$ cat src/rtl/loop_pkg.sv
// Shared types and header-field helpers for the acc_loop_mq loopback accelerator.
package loop_pkg;

   typedef enum logic [1:0] {
      ECHO    = 2'd0,
      FORWARD = 2'd1,
      SINK    = 2'd2,
      RSVD    = 2'd3
   } loop_mode_e;

   typedef enum logic [1:0] {
      IN_HDR  = 2'd0,
      IN_BODY = 2'd1,
      IN_DROP = 2'd2
   } in_state_e;

   // Header id fields, counted in units of one {Y,X} id (2*XY_SZ bits).
   localparam int DST_FIELD = 0;
   localparam int SRC_FIELD = 1;

   function automatic int field_lsb(input int field, input int xy_sz);
      return field * 2 * xy_sz;
   endfunction

   // The reserved mode behaves exactly like SINK.
   function automatic logic is_sink(input loop_mode_e m);
      return (m == SINK) || (m == RSVD);
   endfunction

endpackage

$ cat src/rtl/loop_fifo.sv
// Synchronous flit FIFO: flop storage, output presented from the head entry,
// zero on the output while empty. No bypass, so a pop never frees a slot for a push in the same cycle.
module loop_fifo #(
   parameter int W     = 37,
   parameter int DEPTH = 16
) (
   input  logic                       clk,
   input  logic                       rst_n,
   input  logic                       push,
   input  logic [W-1:0]               wdata,
   input  logic                       pop,
   output logic [W-1:0]               rdata,
   output logic                       full,
   output logic                       empty,
   output logic [$clog2(DEPTH):0]     count
);

   localparam int AW = $clog2(DEPTH);
   localparam logic [AW:0] FULL_CNT = (AW+1)'(DEPTH);

   logic [W-1:0]  mem [DEPTH];
   logic [AW-1:0] wr_ptr;
   logic [AW-1:0] rd_ptr;
   logic [AW:0]   cnt;
   logic          do_push;
   logic          do_pop;

   assign full    = (cnt == FULL_CNT);
   assign empty   = (cnt == '0);
   assign count   = cnt;
   assign do_push = push && !full;
   assign do_pop  = pop && !empty;
   assign rdata   = empty ? '0 : mem[rd_ptr];

   always_ff @(posedge clk or negedge rst_n) begin
      if (!rst_n) begin
         wr_ptr <= '0;
         rd_ptr <= '0;
         cnt    <= '0;
      end else begin
         if (do_push) wr_ptr <= wr_ptr + AW'(1);
         if (do_pop)  rd_ptr <= rd_ptr + AW'(1);
         case ({do_push, do_pop})
            2'b10:   cnt <= cnt + (AW+1)'(1);
            2'b01:   cnt <= cnt - (AW+1)'(1);
            default: cnt <= cnt;
         endcase
      end
   end

   // Storage needs no reset: the head is masked to zero whenever the FIFO is empty.
   always_ff @(posedge clk) begin
      if (do_push) mem[wr_ptr] <= wdata;
   end

endmodule

$ cat src/rtl/acc_loop_mq.sv
// Loopback accelerator: buffers AXI-Stream packets, rewrites the header and returns them
// (ECHO/FORWARD) or discards them (SINK). Optional counters under macro LOOP_STATS_EN.
module acc_loop_mq
   import loop_pkg::*;
#(
   parameter int BW    = 32,
   parameter int XY_SZ = 3,
   parameter int DEPTH = 16
) (
   input  logic                 clk_line,
   input  logic                 clk_line_rst_low,
   input  logic [2*XY_SZ-1:0]   HsrcId,
   input  logic [1:0]           mode,
   input  logic [2*XY_SZ-1:0]   fwd_dst,
   input  logic                 stream_in_TVALID,
   output logic                 stream_in_TREADY,
   input  logic                 stream_in_TLAST,
   input  logic [BW-1:0]        stream_in_TDATA,
   input  logic [BW/8-1:0]      stream_in_TKEEP,
   output logic                 stream_out_TVALID,
   input  logic                 stream_out_TREADY,
   output logic                 stream_out_TLAST,
   output logic [BW-1:0]        stream_out_TDATA,
   output logic [BW/8-1:0]      stream_out_TKEEP,
`ifdef LOOP_STATS_EN
   output logic [31:0]          pkt_count,
   output logic [31:0]          drop_count,
`endif
   output logic                 busy,
   output logic [1:0]           in_state_dbg
);

   localparam int BWB     = BW / 8;
   localparam int AW      = $clog2(DEPTH);
   localparam int EW      = 1 + BWB + BW;
   localparam int ID_W    = 2 * XY_SZ;
   localparam int DST_LSB = field_lsb(DST_FIELD, XY_SZ);
   localparam int SRC_LSB = field_lsb(SRC_FIELD, XY_SZ);

   // Handshake rule on both streams: a flit moves on a rising clk_line edge where
   // TVALID && TREADY; a source holds TVALID and payload stable until that edge.

   in_state_e   state, state_nxt;
   loop_mode_e  mode_e;
   logic        in_hs;
   logic        discard;
   logic        push;
   logic        pop;
   logic        full;
   logic        empty;
   logic [AW:0] fifo_count;
   logic [BW-1:0] hdr_new;
   logic [BW-1:0] wr_data;
   logic [EW-1:0] rd_entry;

   assign mode_e  = loop_mode_e'(mode);
   // Mode matters only at the header; afterwards the state carries the packet's fate.
   assign discard = (state == IN_DROP) || ((state == IN_HDR) && is_sink(mode_e));
   assign stream_in_TREADY = discard ? 1'b1 : !full;
   assign in_hs   = stream_in_TVALID && stream_in_TREADY;
   assign push    = in_hs && !discard;

   always_comb begin
      hdr_new = stream_in_TDATA;
      hdr_new[SRC_LSB +: ID_W] = HsrcId;
      if (mode_e == ECHO) hdr_new[DST_LSB +: ID_W] = stream_in_TDATA[SRC_LSB +: ID_W];
      else                hdr_new[DST_LSB +: ID_W] = fwd_dst;
   end

   assign wr_data = (state == IN_HDR) ? hdr_new : stream_in_TDATA;

   always_ff @(posedge clk_line or negedge clk_line_rst_low) begin
      if (!clk_line_rst_low) state <= IN_HDR;
      else                   state <= state_nxt;
   end

   always_comb begin
      state_nxt = state;
      case (state)
         IN_HDR: begin
            if (in_hs && !stream_in_TLAST)
               state_nxt = is_sink(mode_e) ? IN_DROP : IN_BODY;
         end
         IN_BODY, IN_DROP: begin
            if (in_hs && stream_in_TLAST) state_nxt = IN_HDR;
         end
         default: state_nxt = IN_HDR;
      endcase
   end

   loop_fifo #(.W(EW), .DEPTH(DEPTH)) u_fifo (
      .clk   (clk_line),
      .rst_n (clk_line_rst_low),
      .push  (push),
      .wdata ({stream_in_TLAST, stream_in_TKEEP, wr_data}),
      .pop   (pop),
      .rdata (rd_entry),
      .full  (full),
      .empty (empty),
      .count (fifo_count)
   );

   assign stream_out_TVALID = !empty;
   assign pop = stream_out_TVALID && stream_out_TREADY;
   assign {stream_out_TLAST, stream_out_TKEEP, stream_out_TDATA} = rd_entry;

   assign busy         = (fifo_count != '0) || (state != IN_HDR);
   assign in_state_dbg = state;

`ifdef LOOP_STATS_EN
   always_ff @(posedge clk_line or negedge clk_line_rst_low) begin
      if (!clk_line_rst_low) begin
         pkt_count  <= '0;
         drop_count <= '0;
      end else begin
         if (push && stream_in_TLAST)                pkt_count  <= pkt_count + 32'd1;
         if (in_hs && discard && stream_in_TLAST)    drop_count <= drop_count + 32'd1;
      end
   end
`endif

endmodule

$ cat config.mk
export PLATFORM = sky130hd
export DESIGN_NAME = acc_loop_mq
export DESIGN_NICKNAME = d
export VERILOG_FILES = /design/src/rtl/loop_pkg.sv /design/src/rtl/loop_fifo.sv /design/src/rtl/acc_loop_mq.sv
export SDC_FILE = /design/constraint.sdc
export NUM_CORES = 1
export LEC_CHECK = 0
export CELL_PAD_IN_SITES_DETAIL_PLACEMENT = 2
export CELL_PAD_IN_SITES_GLOBAL_PLACEMENT = 2
export CORE_MARGIN = 4
export CORE_UTILIZATION = 45
export CTS_CLUSTER_SIZE = 30
export DETAILED_ROUTE_END_ITERATION = 8
export HOLD_SLACK_MARGIN = 0.06
export PLACE_DENSITY_LB_ADDON = 0.1
export SLEW_MARGIN = 20
export SYNTH_ARGS = -nofsm -noshare
export SYNTH_HDL_FRONTEND = slang
export SYNTH_SLANG_ARGS = --single-unit
$ cat constraint.sdc
create_clock -name clk_line -period 8.1 [get_ports clk_line]
set_input_delay 1.62 -clock clk_line [delete_from_list [all_inputs] [get_ports clk_line]]
set_output_delay 1.62 -clock clk_line [all_outputs]
set_load 0.01 [all_outputs]
==> summary.md <==
| Metric | Value |
|---|---|
| CP Buf/Inv Count | `3` |
| Transition time of the tightest slew-check pin | `1.097 ns` |
| Postcts setup bufs | `0` |
| Capture instance of the worst register-to-register path | `u_fifo.mem[11][5]` |
| Yosys top cell area share | `74.91%` |
| Largest net degree at the start of global routing | `76` |
| Switching power total | `0.003090 W` |
| Die Outline Area | `56480 µm²` |
| Buffer depth of the longest clock path | `3` |
| Synthesis-to-finish area growth | `16.20%` |
| Post-synthesis instance area | `23730 µm²` |
| Vertical extent of the die | `237.6 µm` |
| Register-to-register setup slack | `4.22 ns` |
| Count of mapped cells out of synthesis | `1093` |
| Syn Nets | `1159` |
| Area of the core | `51720 µm²` |
| Post-Synth Adder-Cell Area | `0.5800%` |
| Number of violations reported at the end of detailed-routing iteration 0 | `878` |
| Largest family of logic cells by synthesized area | `multiplexers` |
| Synthesized-area fraction occupied by ao, oa, aoi and oai cells | `1.687%` |
| Biggest fanout along the worst timing path | `46` |
| Fmax | `0.1728 GHz` |
| Final WL | `65.40 mm` |
| RSZ-0062 raised after global routing | `no` |
| Via count of the routed design | `11.62k` |
| Die width | `237.6 µm` |
| Critical-path cell with the highest stage delay | `sky130_fd_sc_hd__dfrtp_4` |
| Fraction of power spent switching nets | `30.97%` |
| Kind of critical path | `reg -> out` |
| Global-route congestion overflow total | `0` |
| Worst Reg-to-Reg Cells | `7` |
| Total CTS buffers | `66` |
| GRT Total Usage | `23.45%` |
| Status | `complete, no violations` |
| Shortest period the worst path allows | `5.786 ns` |
| Destination of the worst hold path | `in_state_dbg[0]` |
| Final weighted congestion of routability-driven global placement | `0.7036` |
| FFs w/ async S/R, synth | `2.471%` |
| Part of the power in the clock network | `28.4%` |
| Hold Vio Cnt, Final | `0` |
| DR vias/cell | `5.981` |
| Top FF cell, synth | `sky130_fd_sc_hd__edfxtp_1` |
| Ant. Diodes | `0` |
| Commonest cells after routing, fill and taps aside | `sky130_fd_sc_hd__edfxtp_1, sky130_fd_sc_hd__mux4_2, sky130_fd_sc_hd__clkdlybuf4s50_1` |
| XOR/XNOR share of the synthesized area | `0.4429%` |
| Internal power component | `0.006887 W` |
| IR Drop Worst-Case VDD | `0.0001861 V` |
| Starting utilization of the core area | `45.89%` |
| Combinational group share of total power | `30.4%` |
| Sequential share of power | `41.2%` |
| Critical Path, Cell by Cell | `buf_4 > and2_2 > buf_4 > nand3_1 > o211ai_1 > clkdlybuf4s50_1` |
| Most frequent standard cell in the layout excluding fill and tap cells | `sky130_fd_sc_hd__edfxtp_1` |
| Kind of cell with the highest combined delay on the critical path | `buffers and inverters` |
| RR Startpoint | `in_state_dbg[0]` |
| Classification of the worst-slack hold path | `reg -> reg` |
| Register area share after synthesis | `76.49%` |
| Post-route clock skew | `0.01846 ns` |
| Number of nets with antenna violations after detailed routing | `0` |
| Detailed-routing iteration count for the pre-antenna-repair pass | `5` |
| Main area contributors after synthesis | `sky130_fd_sc_hd__edfxtp_1, sky130_fd_sc_hd__mux4_2, sky130_fd_sc_hd__mux2i_1` |
| Final cell area excluding filler cells | `27580 µm²` |
| First-pass GRT wire length | `95.81 mm` |
| Detailed-route wire length per cell | `33.66 µm` |
| Required time of the critical path | `6.48 ns` |
| Number of clock sinks | `607` |
| Hold path cells | `1` |
| Setup violations, final | `0` |
| Count of hold buffers inserted by post-cts repair | `0` |
| Number of antenna violations at the first check in global routing | `1` |
| CTS root buffer | `sky130_fd_sc_hd__clkbuf_16` |
| CTS clock-pin slew for the worst setup and hold paths | `0.06 ns` |
| Ports placed on the boundary | `97` |
| Power Density | `361.8 nW/µm²` |
| Netlist cell types | `41` |
| DRC violations left | `0` |
| Number of warnings reported in the yosys synthesis log | `0` |
| CTS resizes | `0` |
| Highest cell delay on the worst timing path | `0.79 ns` |
| Reported leakage power | `8.688 nW` |
| Skew-Pair Late Insertion Delay | `0.58 ns` |
| Avg Synthesized Cell Area | `21.71 µm²` |
| H-tree levels | `3` |
| Simple-Gate Fraction of Synth Area | `2.931%` |
| Dominant cell type by area after synthesis | `sky130_fd_sc_hd__edfxtp_1` |
| Worst hold slack | `0.5916 ns` |
| CP Data Arrival Time | `4.17 ns` |
| Area after detailed placement | `25530 µm²` |
| Hold Path Origin | `in_state_dbg[0]` |
| Max-cap check violation count | `0` |
| Tcrit/Tclk final | `71.43%` |
| Placed wire-length estimate | `36.01 mm` |
| Total Neg Setup Slack | `0 ns` |
| Number of flops mapped to enable cells by yosys | `592` |
| Capturing element type of the critical path | `output pin` |
| Total Nets Final | `1284` |
| # rows | `83` |
| Max-slew violations | `0` |
| Number of input and output port buffers inserted | `96` |
| Via count of the first global-routing pass | `13.14k` |
| Worst slew margin relative to its limit | `26.88%` |
| TritonCTS clock tree | `built` |
| Fraction of final layout cells with drive strength greater than 1 | `24.23%` |
| Synth Register Bits | `607` |
| Element type at the critical path start | `flop` |
| Cell mode on critical path | `sky130_fd_sc_hd__buf_4` |
| Fraction of synthesized area in multiplexers | `16.32%` |
-- worst max-delay path by stage --
stage          cells after the start                    to              from  slack [ns]
2_1_floorplan                      4      u_fifo.mem[0][0]           mode[1]        1.85
3_3_place_gp                       6   stream_out_TKEEP[0]  u_fifo.rd_ptr[3]        3.18
3_5_place_dp                       6  stream_out_TDATA[30]  u_fifo.rd_ptr[3]        2.98
4_1_cts                            6  stream_out_TDATA[14]  u_fifo.rd_ptr[3]        2.22
5_1_grt                            6  stream_out_TDATA[14]  u_fifo.rd_ptr[3]        2.19
6_report                           6  stream_out_TDATA[14]  u_fifo.rd_ptr[3]        2.31
-- power groups by stage --
stage,clock network [W],registers (W),logic (W)
final,0.00284,0.00411,0.00303
after global routing,0.00304,0.00415,0.00324
after CTS,0.00290,0.00412,0.00308
after detailed placement,0,0.00418,0.00305
after global placement,0,0.00415,0.00293
after floorplan,0,0.00393,0.00201
-- sequential cells by signal, summed over array words and instances, names as in the netlist --
| register | cells |
|---|---|
| in_state_dbg | 2 |
| u_fifo.wr_ptr | 4 |
| u_fifo.mem | 592 |
| u_fifo.count | 5 |
| u_fifo.rd_ptr | 4 |
-- routing by layer --
metal	track usage, %	wire (µm)	vias up	share of wire, %
li1	-	-	4842	-
met5	0	13	-	0.020
met3	4.038	2559	93	3.9
met4	5.697	1416	2	2.2
met1	31.56	27350	6384	42
met2	40.36	34060	301	52
-- worst register-to-register path, cell delays in order (launching register included) --
cell	delay [ns]
sky130_fd_sc_hd__dfrtp_1	0.40
sky130_fd_sc_hd__inv_1	0.08
sky130_fd_sc_hd__ha_1	0.54
sky130_fd_sc_hd__a21oi_1	0.46
sky130_fd_sc_hd__o211a_4	0.30
sky130_fd_sc_hd__nand3b_1	0.35
sky130_fd_sc_hd__nor2_4	0.78
sky130_fd_sc_hd__buf_4	0.61
-- cell type report --
class	instances	area, µm²
inverter	11	42.54
multi-input combinational	409	5319
clock buffer	83	1779
fill	4402	24140
timing repair buffer	123	1196
clock inverter	30	224.0
tap	680	850.8
sequential	607	18160
-- logic make-up after synthesis --
group / count (synthesis)
multiplexers: 201
AND/OR/NAND/NOR: 130
AO/OA/AOI/OAI: 55
buffers and inverters: 77
flip-flops: 607
adder cells (fa/ha/maj): 11
XOR/XNOR: 12
-- synthesized netlist by cell type (2+ instances only) --
cell type                  count
sky130_fd_sc_hd__buf_4         8
sky130_fd_sc_hd__nor2_1       14
sky130_fd_sc_hd__a21oi_1       8
sky130_fd_sc_hd__edfxtp_1    592
sky130_fd_sc_hd__buf_2        30
sky130_fd_sc_hd__nand2_1       9
sky130_fd_sc_hd__nand3_1      78
sky130_fd_sc_hd__and2_1        9
sky130_fd_sc_hd__mux2i_1      45
sky130_fd_sc_hd__a31o_2        2
sky130_fd_sc_hd__xnor2_1       8
sky130_fd_sc_hd__xor2_1        4
sky130_fd_sc_hd__clkbuf_1     21
sky130_fd_sc_hd__mux2_2        8
sky130_fd_sc_hd__nor4_1        4
sky130_fd_sc_hd__inv_1        10
sky130_fd_sc_hd__dfrtp_1      15
sky130_fd_sc_hd__nand4_1       4
sky130_fd_sc_hd__buf_1         5
sky130_fd_sc_hd__o211ai_1     38
sky130_fd_sc_hd__mux4_2      148
sky130_fd_sc_hd__ha_1         11
sky130_fd_sc_hd__o21ai_0       2
sky130_fd_sc_hd__nand3b_1      3
-- per-stage QoR --
stage / utilization [%] / setup WS, ns / total power (W) / instances
finish: 53.32 / 2.314 / 0.009977 / 1943
global route: 53.32 / 2.189 / 0.01042 / 1943
CTS: 53.24 / 2.223 / 0.01010 / 1941
detailed placement: 49.37 / 2.976 / 0.007234 / 1828
global placement: 49.36 / 3.181 / 0.007079 / 1828
floorplan: - / 1.850 / 0.005942 / 1093
No activity file was read; power rests on OpenSTA's default activity.
